[src/rtl/mem_arb_pkg.sv]
// mem_arb_pkg: shared FSM state encoding and client IDs for the memory arbiter.
package mem_arb_pkg;
  typedef enum logic [1:0] {ARB_IDLE, ARB_REQ, ARB_WDATA} arb_state_t;
  localparam logic CLIENT_IC = 1'b0;
  localparam logic CLIENT_DC = 1'b1;
endpackage

[src/rtl/rr_pick2.sv]
// rr_pick2: combinational 2-way round-robin picker; on a tie the client not granted last wins.
module rr_pick2 (
  input  logic [1:0] valid,
  input  logic       last,
  output logic       grant,
  output logic       any
);
  always_comb begin
    grant = &valid ? ~last : valid[1];
    any   = |valid;
  end
endmodule

[src/rtl/mem_arbiter.sv]
// mem_arbiter: shares one memory request/data/response port between icache and dcache.
module mem_arbiter
  import mem_arb_pkg::*;
#(
  parameter int ADDR_W = 28,
  parameter int DATA_W = 128,
  parameter int TAG_W  = 5,
  parameter int BEATS  = 4
) (
  input  logic                clk,
  input  logic                reset,
  input  logic                ic_req_valid,
  output logic                ic_req_ready,
  input  logic                ic_req_rw,
  input  logic [ADDR_W-1:0]   ic_req_addr,
  input  logic [TAG_W-2:0]    ic_req_tag,
  input  logic                ic_data_valid,
  output logic                ic_data_ready,
  input  logic [DATA_W-1:0]   ic_data_bits,
  input  logic [DATA_W/8-1:0] ic_data_mask,
  output logic                ic_resp_valid,
  output logic [DATA_W-1:0]   ic_resp_data,
  output logic [TAG_W-2:0]    ic_resp_tag,
  input  logic                dc_req_valid,
  output logic                dc_req_ready,
  input  logic                dc_req_rw,
  input  logic [ADDR_W-1:0]   dc_req_addr,
  input  logic [TAG_W-2:0]    dc_req_tag,
  input  logic                dc_data_valid,
  output logic                dc_data_ready,
  input  logic [DATA_W-1:0]   dc_data_bits,
  input  logic [DATA_W/8-1:0] dc_data_mask,
  output logic                dc_resp_valid,
  output logic [DATA_W-1:0]   dc_resp_data,
  output logic [TAG_W-2:0]    dc_resp_tag,
  output logic                mem_req_valid,
  input  logic                mem_req_ready,
  output logic                mem_req_rw,
  output logic [ADDR_W-1:0]   mem_req_addr,
  output logic [TAG_W-1:0]    mem_req_tag,
  output logic                mem_req_data_valid,
  input  logic                mem_req_data_ready,
  output logic [DATA_W-1:0]   mem_req_data_bits,
  output logic [DATA_W/8-1:0] mem_req_data_mask,
  input  logic                mem_resp_valid,
  input  logic [DATA_W-1:0]   mem_resp_data,
  input  logic [TAG_W-1:0]    mem_resp_tag
);
  localparam int BW = BEATS > 1 ? $clog2(BEATS) : 1;

  arb_state_t    state_q, state_d;
  logic          owner_q, owner_d;
  logic          last_q, last_d;
  logic [BW-1:0] beat_q, beat_d;
  logic          pick_grant, pick_any;
  logic          owner_dc, in_req, in_wd, last_beat, data_hs;

  rr_pick2 u_pick (
    .valid ({dc_req_valid, ic_req_valid}),
    .last  (last_q),
    .grant (pick_grant),
    .any   (pick_any)
  );

  assign owner_dc  = owner_q == CLIENT_DC;
  assign in_req    = state_q == ARB_REQ;
  assign in_wd     = state_q == ARB_WDATA;
  assign last_beat = beat_q == BW'(BEATS - 1);
  assign data_hs   = mem_req_data_valid & mem_req_data_ready;

  assign mem_req_valid = in_req;
  assign mem_req_rw    = owner_dc ? dc_req_rw : ic_req_rw;
  assign mem_req_addr  = owner_dc ? dc_req_addr : ic_req_addr;
  assign mem_req_tag   = {owner_q, owner_dc ? dc_req_tag : ic_req_tag};
  assign ic_req_ready  = in_req & ~owner_dc & mem_req_ready;
  assign dc_req_ready  = in_req & owner_dc & mem_req_ready;

  assign mem_req_data_valid = in_wd & (owner_dc ? dc_data_valid : ic_data_valid);
  assign mem_req_data_bits  = owner_dc ? dc_data_bits : ic_data_bits;
  assign mem_req_data_mask  = owner_dc ? dc_data_mask : ic_data_mask;
  assign ic_data_ready      = in_wd & ~owner_dc & mem_req_data_ready;
  assign dc_data_ready      = in_wd & owner_dc & mem_req_data_ready;

  // Responses are routed purely by the client-ID tag bit, independent of FSM state.
  assign ic_resp_valid = mem_resp_valid & ~mem_resp_tag[TAG_W-1];
  assign dc_resp_valid = mem_resp_valid & mem_resp_tag[TAG_W-1];
  assign ic_resp_data  = mem_resp_data;
  assign dc_resp_data  = mem_resp_data;
  assign ic_resp_tag   = mem_resp_tag[TAG_W-2:0];
  assign dc_resp_tag   = mem_resp_tag[TAG_W-2:0];

  always_comb begin
    state_d = state_q;
    owner_d = owner_q;
    last_d  = last_q;
    beat_d  = beat_q;
    case (state_q)
      ARB_IDLE: if (pick_any) begin
        owner_d = pick_grant;
        state_d = ARB_REQ;
      end
      ARB_REQ: if (mem_req_ready) begin
        last_d  = owner_q;
        beat_d  = '0;
        state_d = mem_req_rw ? ARB_WDATA : ARB_IDLE;
      end
      ARB_WDATA: if (data_hs) begin
        beat_d  = last_beat ? '0 : beat_q + 1'b1;
        state_d = last_beat ? ARB_IDLE : ARB_WDATA;
      end
      default: state_d = ARB_IDLE;
    endcase
  end

  always_ff @(posedge clk or negedge reset) begin
    if (!reset) begin
      state_q <= ARB_IDLE;
      owner_q <= CLIENT_IC;
      last_q  <= CLIENT_DC;
      beat_q  <= '0;
    end else begin
      state_q <= state_d;
      owner_q <= owner_d;
      last_q  <= last_d;
      beat_q  <= beat_d;
    end
  end
endmodule

[config.mk]
export PLATFORM = sky130hd
export DESIGN_NAME = mem_arbiter
export DESIGN_NICKNAME = d
export VERILOG_FILES = /design/src/rtl/mem_arb_pkg.sv /design/src/rtl/rr_pick2.sv /design/src/rtl/mem_arbiter.sv
export SDC_FILE = /design/constraint.sdc
export NUM_CORES = 1
export LEC_CHECK = 0
export CORE_AREA = 2 2 363 365
export CTS_BUF_LIST = sky130_fd_sc_hd__clkbuf_8
export CTS_CLUSTER_SIZE = 10
export DETAILED_ROUTE_END_ITERATION = 10
export DIE_AREA = 0 0 365 367
export MAX_ROUTING_LAYER = met4
export PLACE_DENSITY = 0.3
export SLEW_MARGIN = 20
export SYNTH_ARGS = -nofsm -noshare
export SYNTH_HDL_FRONTEND = slang
export SYNTH_SLANG_ARGS = --single-unit
export TNS_END_PERCENT = 50
[constraint.sdc]
create_clock -name clk -period 1.3 [get_ports clk]
set_input_delay 0.195 -clock clk [delete_from_list [all_inputs] [get_ports clk]]
set_output_delay 0.195 -clock clk [all_outputs]
set_load 0.03 [all_outputs]
# --- Word level (Yosys, flattened, before mapping) ---
# Index checks and enable logic that the tools add are counted.
classes:
  eq_ne: 6
  reduce_logical: 8
  addsub: 1
  n_mux: 17
  n_bitwise: 15
ops:
  columns: ["cell", "count"]
  rows:
  - ["two-way mux 128 bit", 1]
  - ["two-way mux 28 bit", 1]
  - ["two-way mux 16 bit", 1]
  - ["two-way mux 2 bit", 8]
  - ["AND 1 bit", 12]
  - ["one-hot mux 2 bit (3 select lines)", 1]
  - ["AND reduction 2 bit", 3]
  - ["AND reduction 3 bit", 2]
  - ["== test 2 bit (second input constant)", 2]
  - ["two-way mux 4 bit", 1]
  - ["!= test 2 bit (second input constant)", 2]
  - ["one-hot mux 2 bit (2 select lines)", 1]
  - ["two-way mux 1 bit", 3]
  - ["inverter 1 bit", 3]
  - ["adder 2 x 1 -> 2 bit (second input constant)", 1]
  - ["== test 2 x 1 -> 1 bit (second input constant)", 1]
  - ["zero test 2 bit", 1]
  - ["!= test 2 x 1 -> 1 bit (second input constant)", 1]
  - ["nonzero test 2 bit", 1]
  - ["OR reduction 2 bit", 1]
totals:
  elab_cells: 51
  input_bits: 496
  regBits: 6

# --- Depth between registers and ports, before layout ---
# Gate-level depths: netlist of the first run.
logic_depth:
  depth_word: 5
  ltp_mapped: 4
  mapped_depth_nobuf: 3

# --- By module ---
# From an unflattened synthesis of the first run, not the netlist that was laid out.
hier_totals:
  cells_unflattened: 501
  area_unflattened_um2: 4463.0
by_module_without_submodules:
  columns: ["module", "n_inst", "area_each_um2", "cells_each"]
  rows:
  - ["mem_arbiter", 1, 4449.3, 499]
  - ["rr_pick2", 1, 13.8, 2]

# --- Worst setup path after synthesis of the first run ---
# Ideal clock, no wire load.
synth_timing:
  path_kind: "flip-flop to output port"
  startpoint: "reg owner_q (netlist: owner_dc)"
  endpoint: "out dc_req_ready"
  n_path_buf: 2
  arrival_ps: 1519
  path_slack_ps: -414
  required_ps: 1105
  path_stages_with_launch: 5
  path_cell_list: "dfrtp_1 > buf_2 > buf_2 > inv_1 > nor3_1"
synth_between:
  elab_chain_cells: 2
synth_rtl:
  columns: ["element", "line_no", "rtl"]
  rows:
  - ["start: declaration", "mem_arbiter.sv:52", "logic owner_q, owner_d;"]
  - ["start signal: assignment", "mem_arbiter.sv:123", "owner_q <= owner_d;"]
  - ["AND 1 bit (2 in a row)", "mem_arbiter.sv:76", "assign dc_req_ready = in_req & owner_dc & mem_req_ready;"]
  - ["end: declaration", "mem_arbiter.sv:25", "output logic dc_req_ready,"]
# No other way between the ends.

# --- Worst setup path after layout of the first run ---
layout_timing:
  startpoint: "reg owner_q (netlist: owner_dc)"
  endpoint: "out mem_req_data_bits[18]"
layout_between:
  elab_chain_cells: 1
layout_rtl:
  columns: ["element", "line_no", "rtl"]
  rows:
  - ["two-way mux 128 bit", "mem_arbiter.sv:79", "assign mem_req_data_bits = owner_dc ? dc_data_bits : ic_data_bits;"]
  - ["end: declaration", "mem_arbiter.sv:43", "output logic [DATA_W-1:0] mem_req_data_bits,"]
# No other way between the ends.

==> flow_summary.ini, run 1 <==
[layout]
nNetsFinal = 1317
drive_gt1_share_pct = 52.63
fin_cells = 2579
nFillCells = 15200
area_growth_pct = 158.6

[route]
finalWirelength_mm = 53.45
wl_met1_mm = 21.75
dr.pass1.iters = 4
drtAntennaViolNets = 0
num_vias = 4959
met3_length_mm = 8.642
dr_wl_met2_mm = 22.56
top_layer_used = met4
drc_errors = 0
wl_per_cell_um = 20.73
first_iter_violations = 131
vias_per_cell = 1.923

[synthesis]
async_flop_share_pct = 100.0
ys_warn_count = 0
synthCells = 500
post_synth.cell_area_avg_um2 = 8.911
synth_top_area_cell = mux2_2
synth_top_area_share_pct = 44.99
synthTopCellsByArea = mux2_2 (45%), buf_4 (45%), dfrtp_1 (2.8%)
syn-cell-area_um2 = 4456
ys_seq_area_share_pct = 3.398
synth_fp_nets = 997
synth_top_flop_cell = dfrtp_1
netlist-cell-type-count = 24
synth_edf_count = 0
yosys_register_bits = 6

[outcome]
violations = setup timing
status = finished, violations left

[run]
maxCapViolations = 0

[grt]
grt_pass1_vias = 5619
grt.total_usage_pct = 7.589
grt_overflow = 0
grt_first_pass_wirelength_mm = 63.14
antenna_found_initial = 9
grt_start_max_net_pins = 21

[sta]
final.setup.worst_slack_ns = -0.6513
slew_headroom_pct = 77.21
finalSetupViolations = 188
fin_skew_ns = 0.001536
timing.final.hold_violations = 0
period_minus_slack_ns = 1.951
max_freq_ghz = 0.5125
drv_slew = 0
final.period_utilization_pct = 150.1
worst_slew_pin_slew_ns = 0.3409
rsz0062_at_grt = true

[floorplan]
start_util_pct = 3.415
io_pins = 946
die_area_um2 = 134000
rows = 133
die_h_um = 367
dieWidth_um = 365
coreArea_um2 = 130500

[worst_setup_path]
cp_cell_sequence = buf_12 > buf_16 > buf_8 > mux2_4 > buf_6
crit_fanout = 8
endpoint_kind = primary output
crit_type = reg2out
required_ns = 1.11
critPathArrivalTime_ns = 1.76
slowest_delay_ns = 0.49
crit_slowest_cell = dfrtp_4
cp-start-kind = flop

[clock_network]
cts_tree = done
htree_levels = 1
cts.sink_count = 6
max-clock-path-buffers = 2
postCtsHoldBufs = 0
numCtsBuffers = 3
clkLatencyLatePin_ns = 0.23
clk_pin_slew_ns = 0.04
cts_root_buffer = clkbuf_8

[placed_design]
dp_slack_ns = -0.6157
place_congestion = 0.7905
placedCellCount = 2544
numPortBuffers = 549
hpwl_mm = 48.29

[pwr]
finalPower_uw = 19790
powerDensity_nw_per_um2 = 1718
cellLeakagePower_uw = 0.004051
vdd.ir_drop.worst_mv = 0.7777

[worst_hold_path]
hp-class = in2async
[power by group]
group | leakage (uW) | switching, uW | internal (uW)
clock | 0.0000269 | 97.3 | 204
combinational | 0.00395 | 9720 | 9390
sequential | 0.0000733 | 90.5 | 288
[Yosys cell counts (2+ instances only)]
cell and instances:
nor2b_1 2, nor3_1 3, buf_2 20, nand2_1 4, mux2_2 178, dfrtp_1 5, o211ai_1 2, nor2_1 6
buf_4 265
[layout make-up]
type | instances | area, um2 | area share [%]
multi-input cells | 207 | 2365 | 20.53
clock inverters | 1 | 3.754 | 0.03258
clock buffers | 3 | 41.29 | 0.3584
inverters | 1 | 6.256 | 0.05431
diodes | 5 | 12.51 | 0.1086
repair buffers | 601 | 6740 | 58.51
flip-flops and latches | 6 | 155.1 | 1.347
well taps | 1755 | 2196 | 19.06
[routing by layer]
layer	vias up	global-route usage (%)
li1	2076	-
met1	2217	8.806
met2	648	11.24
met3	18	4.960
met4	0	0.6806
met5	-	-
[state kept, by name, summed over array words and instances (netlist names)]
signal and cells:
beat_q 2, state_q 2, last_q 1, owner_dc 1
[cells by family (layout without fill, tap and decap cells)]
logic type | count (synthesis) | count (layout) | synth area share [%]
AOI/OAI and AO/OA | 7 | 7 | 1.348
adders and majority gates | 1 | 1 | 0.2808
buffers and inverters | 287 | 606 | 47.23
DFF | 6 | 6 | 3.398
muxes | 179 | 179 | 45.21
other | 0 | 5 | 0
and+or+nand+nor | 20 | 20 | 2.527
[through the flow]
step | setup TNS, ns | hold slack (ns) | util [%] | area [um2]
after global placement | -77.02 | 0.3903 | 8.033 | 10480
after global routing | -110.28 | 0.2453 | 8.828 | 11520
final | -102.03 | 0.2398 | 8.830 | 11520
after detailed placement | -79.86 | 0.3903 | 8.033 | 10480
after floorplan | -11.82 | -0.1006 | - | 4553
after CTS | -107.97 | 0.2538 | 8.710 | 11360
[timing repair]
| action | CTS | global route |
|---|---|---|
| resized for setup | 392 | 26 |
| setup endpoints to repair | 188 | 188 |
| endpoints found under the hold margin | 0 | 0 |
| pin swaps | 4 | 1 |
| cloned | 5 | 2 |
| buffers inserted | 16 | 5 |
[final timing paths]
| kind | endpoint | cells after the start | slack, ns | start |
|---|---|---|---|---|
| max | mem_req_data_bits[18] | 5 | -0.65 | owner_dc |
| min | beat_q[0] | 1 | 0.24 | reset |
| max reg2reg | beat_q[0] | 8 | -0.61 | owner_dc |
| min reg2reg | last_q | 1 | 0.63 | last_q |
| max in group asynchronous | last_q | 1 | 0.76 | reset |
| min in group clk | ic_resp_data[114] | 0 | 0.39 | mem_resp_data[114] |
[critical path: cells and delay by family, from the launching register on]
kind | cells | cell delay (ns)
mux | 1 | 0.37
buf+inv | 4 | 0.60
flops | 1 | 0.49
[placed cells by master, fill, tap and decap left out, drive strengths merged]
cell type,instances
clkdlybuf4s50,363
buf,235
mux2,178
nor2,6
diode,5
dfrtp,5
clkbuf,5
nand2,4
nor3,3
o211ai,2
nor2b,2
inv,2
nand3b,1
and2,1
nand2b,1
mux2i,1
o221a,1
a21o,1
a211oi,1
or4,1
nor3b,1
o2bb2ai,1
a32o,1
ha,1
dfstp,1
clkdlybuf4s15,1
No activity file was read; power rests on OpenSTA's default activity.
==> run 2: changes to the inputs <==
--- a/config.mk
+++ b/config.mk
@@ -5,13 +5,15 @@
 export SDC_FILE = /design/constraint.sdc
 export NUM_CORES = 1
 export LEC_CHECK = 0
-export CORE_AREA = 2 2 363 365
-export CTS_BUF_LIST = sky130_fd_sc_hd__clkbuf_8
+export CELL_PAD_IN_SITES_DETAIL_PLACEMENT = 0
+export CELL_PAD_IN_SITES_GLOBAL_PLACEMENT = 1
+export CORE_AREA = 2 2 374 376
+export CTS_BUF_LIST = sky130_fd_sc_hd__clkbuf_4
 export CTS_CLUSTER_SIZE = 10
 export DETAILED_ROUTE_END_ITERATION = 10
-export DIE_AREA = 0 0 365 367
+export DIE_AREA = 0 0 376 378
 export MAX_ROUTING_LAYER = met4
-export PLACE_DENSITY = 0.3
+export PLACE_DENSITY = 0.35
 export SLEW_MARGIN = 20
 export SYNTH_ARGS = -nofsm -noshare
 export SYNTH_HDL_FRONTEND = slang
==> flow_summary.ini, run 2 <==
[synthesis]
yosys.cell_count.top_type = buf_4
synth_top_area_cell = mux2_2
synth_top_family_by_area = buffers and inverters
synth_top_flop_cell = dfrtp_1
ys_warn_count = 0
synth_compound_area_share_pct = 1.348
yosys_register_bits = 6
synth_fp_nets = 997
ys_top_cells_by_count = buf_4 (265), mux2_2 (178), buf_2 (20)
synthTopCellsByArea = mux2_2 (45%), buf_4 (45%), dfrtp_1 (2.8%)
synth_top_area_share_pct = 44.99
yosys.area_share.simple_pct = 2.527
synthCells = 500
syn-cell-area_um2 = 4456
ys_seq_area_share_pct = 3.398
netlist-cell-type-count = 24
synth_edf_count = 0
muxShareOfSynthArea_pct = 45.21
post_synth.cell_area_avg_um2 = 8.911
async_flop_share_pct = 100.0
synth_adder_area_share_pct = 0.2808
synth-xor-area-share_pct = 0

[grt]
grt_pass1_vias = 5606
grt_first_pass_wirelength_mm = 44.95
grt_overflow = 0
antenna_found_initial = 6
grt_start_max_net_pins = 19
grt.total_usage_pct = 4.824

[sta]
worst_endpoint = mem_req_addr[22]
timing.repair.worst_endpoint_type = output port

[outcome]
error = [ERROR DRT-0255] Maze Route cannot find path of net mem_resp_data[21] in worker of routeBox ( 338100 0 ) ( 376000 48300 ).
failing_step = 5_2_route
status = aborted with a tool error

[clock_network]
cts_root_buffer = clkbuf_4
max-clock-path-buffers = 2
htree_levels = 1
cts.sink_count = 6
numCtsBuffers = 3

[floorplan]
io_pins = 946
rows = 137
dieWidth_um = 376
start_util_pct = 3.217
die_h_um = 378

[placed_design]
place_congestion = 0.8201
hpwl_mm = 31.90
place_area_um2 = 10400
numPortBuffers = 549
run 2: cell counts after synthesis:
Identical to the previous run, type by type.
run 2: repair_timing:
action                     in CTS  in global routing
cloned                          4                  5
setup endpoints to repair     187                189
gates resized for setup       366                136
pin swaps                       0                  6
setup buffers                   6                  4
hold endpoints to repair        0                  0
hold buffers                    0                  0
run 2: per-stage QoR:
stage / cells / setup TNS [ns] / hold WS (ns) / utilization [%] / setup WS (ns)
5_1_grt: 2633 / -121.45 / 0.2449 / 8.189 / -0.7258
3_5_place_dp: 2607 / -96.04 / 0.3903 / 7.511 / -0.7295
4_1_cts: 2620 / -118.44 / 0.2456 / 7.905 / -0.7285
2_1_floorplan: 500 / -11.82 / -0.1006 / - / -0.07294
3_3_place_gp: 2607 / -94.64 / 0.3903 / 7.511 / -0.7418
run 2: logic make-up after synthesis:
group	count (synthesis)
flip-flops	6
AND/OR/NAND/NOR	20
buffers and inverters	287
AO/OA/AOI/OAI	7
adder cells (fa/ha/maj)	1
multiplexers	179
run 2: layer usage:
metal	track usage, %
met1	3.896
met3	3.815
met5	-
met4	1.721
met2	8.205
==> run 3: changes to the inputs <==
==> config.mk (replaced) <==
export PLATFORM = sky130hd
export DESIGN_NAME = mem_arbiter
export DESIGN_NICKNAME = d
export VERILOG_FILES = /design/src/rtl/mem_arb_pkg.sv /design/src/rtl/rr_pick2.sv /design/src/rtl/mem_arbiter.sv
export SDC_FILE = /design/constraint.sdc
export NUM_CORES = 1
export LEC_CHECK = 0
export CORE_AREA = 2 2 364 366
export DETAILED_ROUTE_END_ITERATION = 10
export DIE_AREA = 0 0 366 368
export PLACE_DENSITY_LB_ADDON = 0.15
export SLEW_MARGIN = 20
export SYNTH_ARGS = -nofsm -noshare
export SYNTH_HDL_FRONTEND = slang
export SYNTH_SLANG_ARGS = --single-unit
export TNS_END_PERCENT = 50
==> constraint.sdc (replaced) <==
create_clock -name clk -period 1.7 [get_ports clk]
set_input_delay 0.255 -clock clk [delete_from_list [all_inputs] [get_ports clk]]
set_output_delay 0.255 -clock clk [all_outputs]
set_load 0.03 [all_outputs]
==> flow_summary.ini, run 3 (synthesized netlist as in run 1, its figures left out) <==
[grt]
grt.total_usage_pct = 4.917
antenna_found_initial = 7
grt_pass1_vias = 5319
grt_overflow = 0
grt_start_max_net_pins = 20
grt_first_pass_wirelength_mm = 45.80

[sta]
whs_ns = 0.2817
timing.final.hold_violations = 0
max_freq_ghz = 0.4885
fin_skew_ns = 0.002289
finalSetupViolations = 184
drv_slew = 0
worst_slew_pin_slew_ns = 0.3906
period_minus_slack_ns = 2.047
final.period_utilization_pct = 120.4
final.setup.worst_slack_ns = -0.3472
rsz0062_at_grt = true
slew_headroom_pct = 73.92

[route]
dr.pass1.iters = 4
drc_errors = 0
vias_per_cell = 1.836
finalWirelength_mm = 35.95
first_iter_violations = 56
num_vias = 4723
wl_per_cell_um = 13.98
drtAntennaViolNets = 0

[pwr]
cellLeakagePower_uw = 0.003691
p_switching_uw = 6245
netSwitchingFraction_pct = 49.51
p_comb_share_pct = 94.7
p_int_uw = 6369
vdd.ir_drop.worst_mv = 0.4337
powerDensity_nw_per_um2 = 1160
finalPower_uw = 12610
p_clk_share_pct = 3.2
seq_power_share_pct = 2.1

[worst_hold_path]
hp-class = in2async

[worst_setup_path]
slowest_delay_ns = 0.46
critical_path_buf_inv_count = 3
crit_top_cell = buf_4
crit_type = reg2out
cp_cell_sequence = buf_12 > buf_4 > mux2_2 > buf_4
critPathArrivalTime_ns = 1.79
crit_fanout = 14
cp-start-kind = flop
endpoint_kind = primary output
crit_slowest_cell = mux2_2
required_ns = 1.44
critical-path-top-delay-family = buffers and inverters

[clock_network]
numCtsBuffers = 3
max-clock-path-buffers = 2
cts.sink_count = 6
htree_levels = 1
cts_tree = done
clk_pin_slew_ns = 0.04
clkLatencyLatePin_ns = 0.23
cts_root_buffer = clkbuf_16

[floorplan]
start_util_pct = 3.406
dieWidth_um = 366
die_area_um2 = 134700
coreArea_um2 = 130800
io_pins = 946
die_h_um = 368
rows = 133

[placed_design]
hpwl_mm = 31.05
place_area_um2 = 10130
place_congestion = 0.7908
numPortBuffers = 549

[outcome]
violations = setup timing
status = finished, violations left

[layout]
layout_commonest_cell = clkdlybuf4s50_1
area_growth_pct = 144.1
drive_gt1_share_pct = 51.84
final_cell_mix = clkdlybuf4s50_1 (363), mux2_2 (165), buf_4 (86)
reg_top3 = beat_q (2), state_q (2)
nNetsFinal = 1312
design_area_um2 = 10880

[run]
maxCapViolations = 0
-- run 3: worst reg2reg max path, delay by kind of cell, from the launching register on --
family | cells | cell delay (ns)
DFF | 1 | 0.50
AOI/OAI and AO/OA | 1 | 0.10
muxes | 1 | 0.20
and+or+nand+nor | 1 | 0.39
buffers and inverters | 4 | 0.62
-- run 3: final cells by class --
type | count | area [um2]
Antenna cell | 3 | 7.507
Clock buffer | 4 | 78.83
Fill cell | 15320 | 119900
Inverter | 1 | 3.754
Multi-Input combinational cell | 207 | 2283
Sequential cell | 6 | 155.1
Tap cell | 1755 | 2196
Timing Repair Buffer | 596 | 6151
-- run 3: routing by layer --
| layer | vias to the layer above | GRT usage (%) | part of all wire, % | wire (um) |
|---|---|---|---|---|
| met5 | - | 0.9259 | 0.41 | 149 |
| met2 | 574 | 7.911 | 44 | 15840 |
| met4 | 4 | 0.5302 | 0.78 | 282 |
| li1 | 2063 | - | - | - |
| met3 | 19 | 3.598 | 17 | 5953 |
| met1 | 2063 | 5.264 | 38 | 13730 |
-- run 3: repair_timing --
action | 4_1_cts | 5_1_grt
hold buffers | 0 | 0
endpoints found under the setup margin | 186 | 186
gates cloned | 3 | 2
resized for setup | 325 | 80
pin swaps | 0 | 1
buffers inserted | 9 | 4
-- run 3: worst paths after layout --
kind	start	depth (start not counted)	endpoint	slack, ns
max in group asynchronous	reset	1	last_q	1.13
min in group clk	mem_resp_data[111]	0	dc_resp_data[111]	0.51
worst min-delay path	reset	1	owner_dc	0.28
worst min register to register	state_q[0]	2	state_q[0]	0.58
worst max register to register	owner_dc	7	beat_q[0]	-0.19
worst max-delay path	owner_dc	4	mem_req_data_bits[76]	-0.35
-- run 3: power by group through the flow --
stage                     Clock, uW  Sequential (uW)  Combinational, uW
final                           400              268              11900
after global routing            410              282              12700
after CTS                       407              270              11800
after detailed placement          0              269              10800
after global placement            0              268              10800
after floorplan                   0              253               7020
-- run 3: metrics by stage --
step                      setup WS (ns)  TNS (ns)  util (%)  std cells
after CTS                       -0.3736    -47.35     8.151       2563
final                           -0.3472    -38.90     8.315       2572
after global routing            -0.4078    -50.69     8.313       2571
after floorplan                0.008719         0         -        500
after detailed placement        -0.3491    -31.79     7.743       2547
after global placement          -0.3508    -31.16     7.743       2547
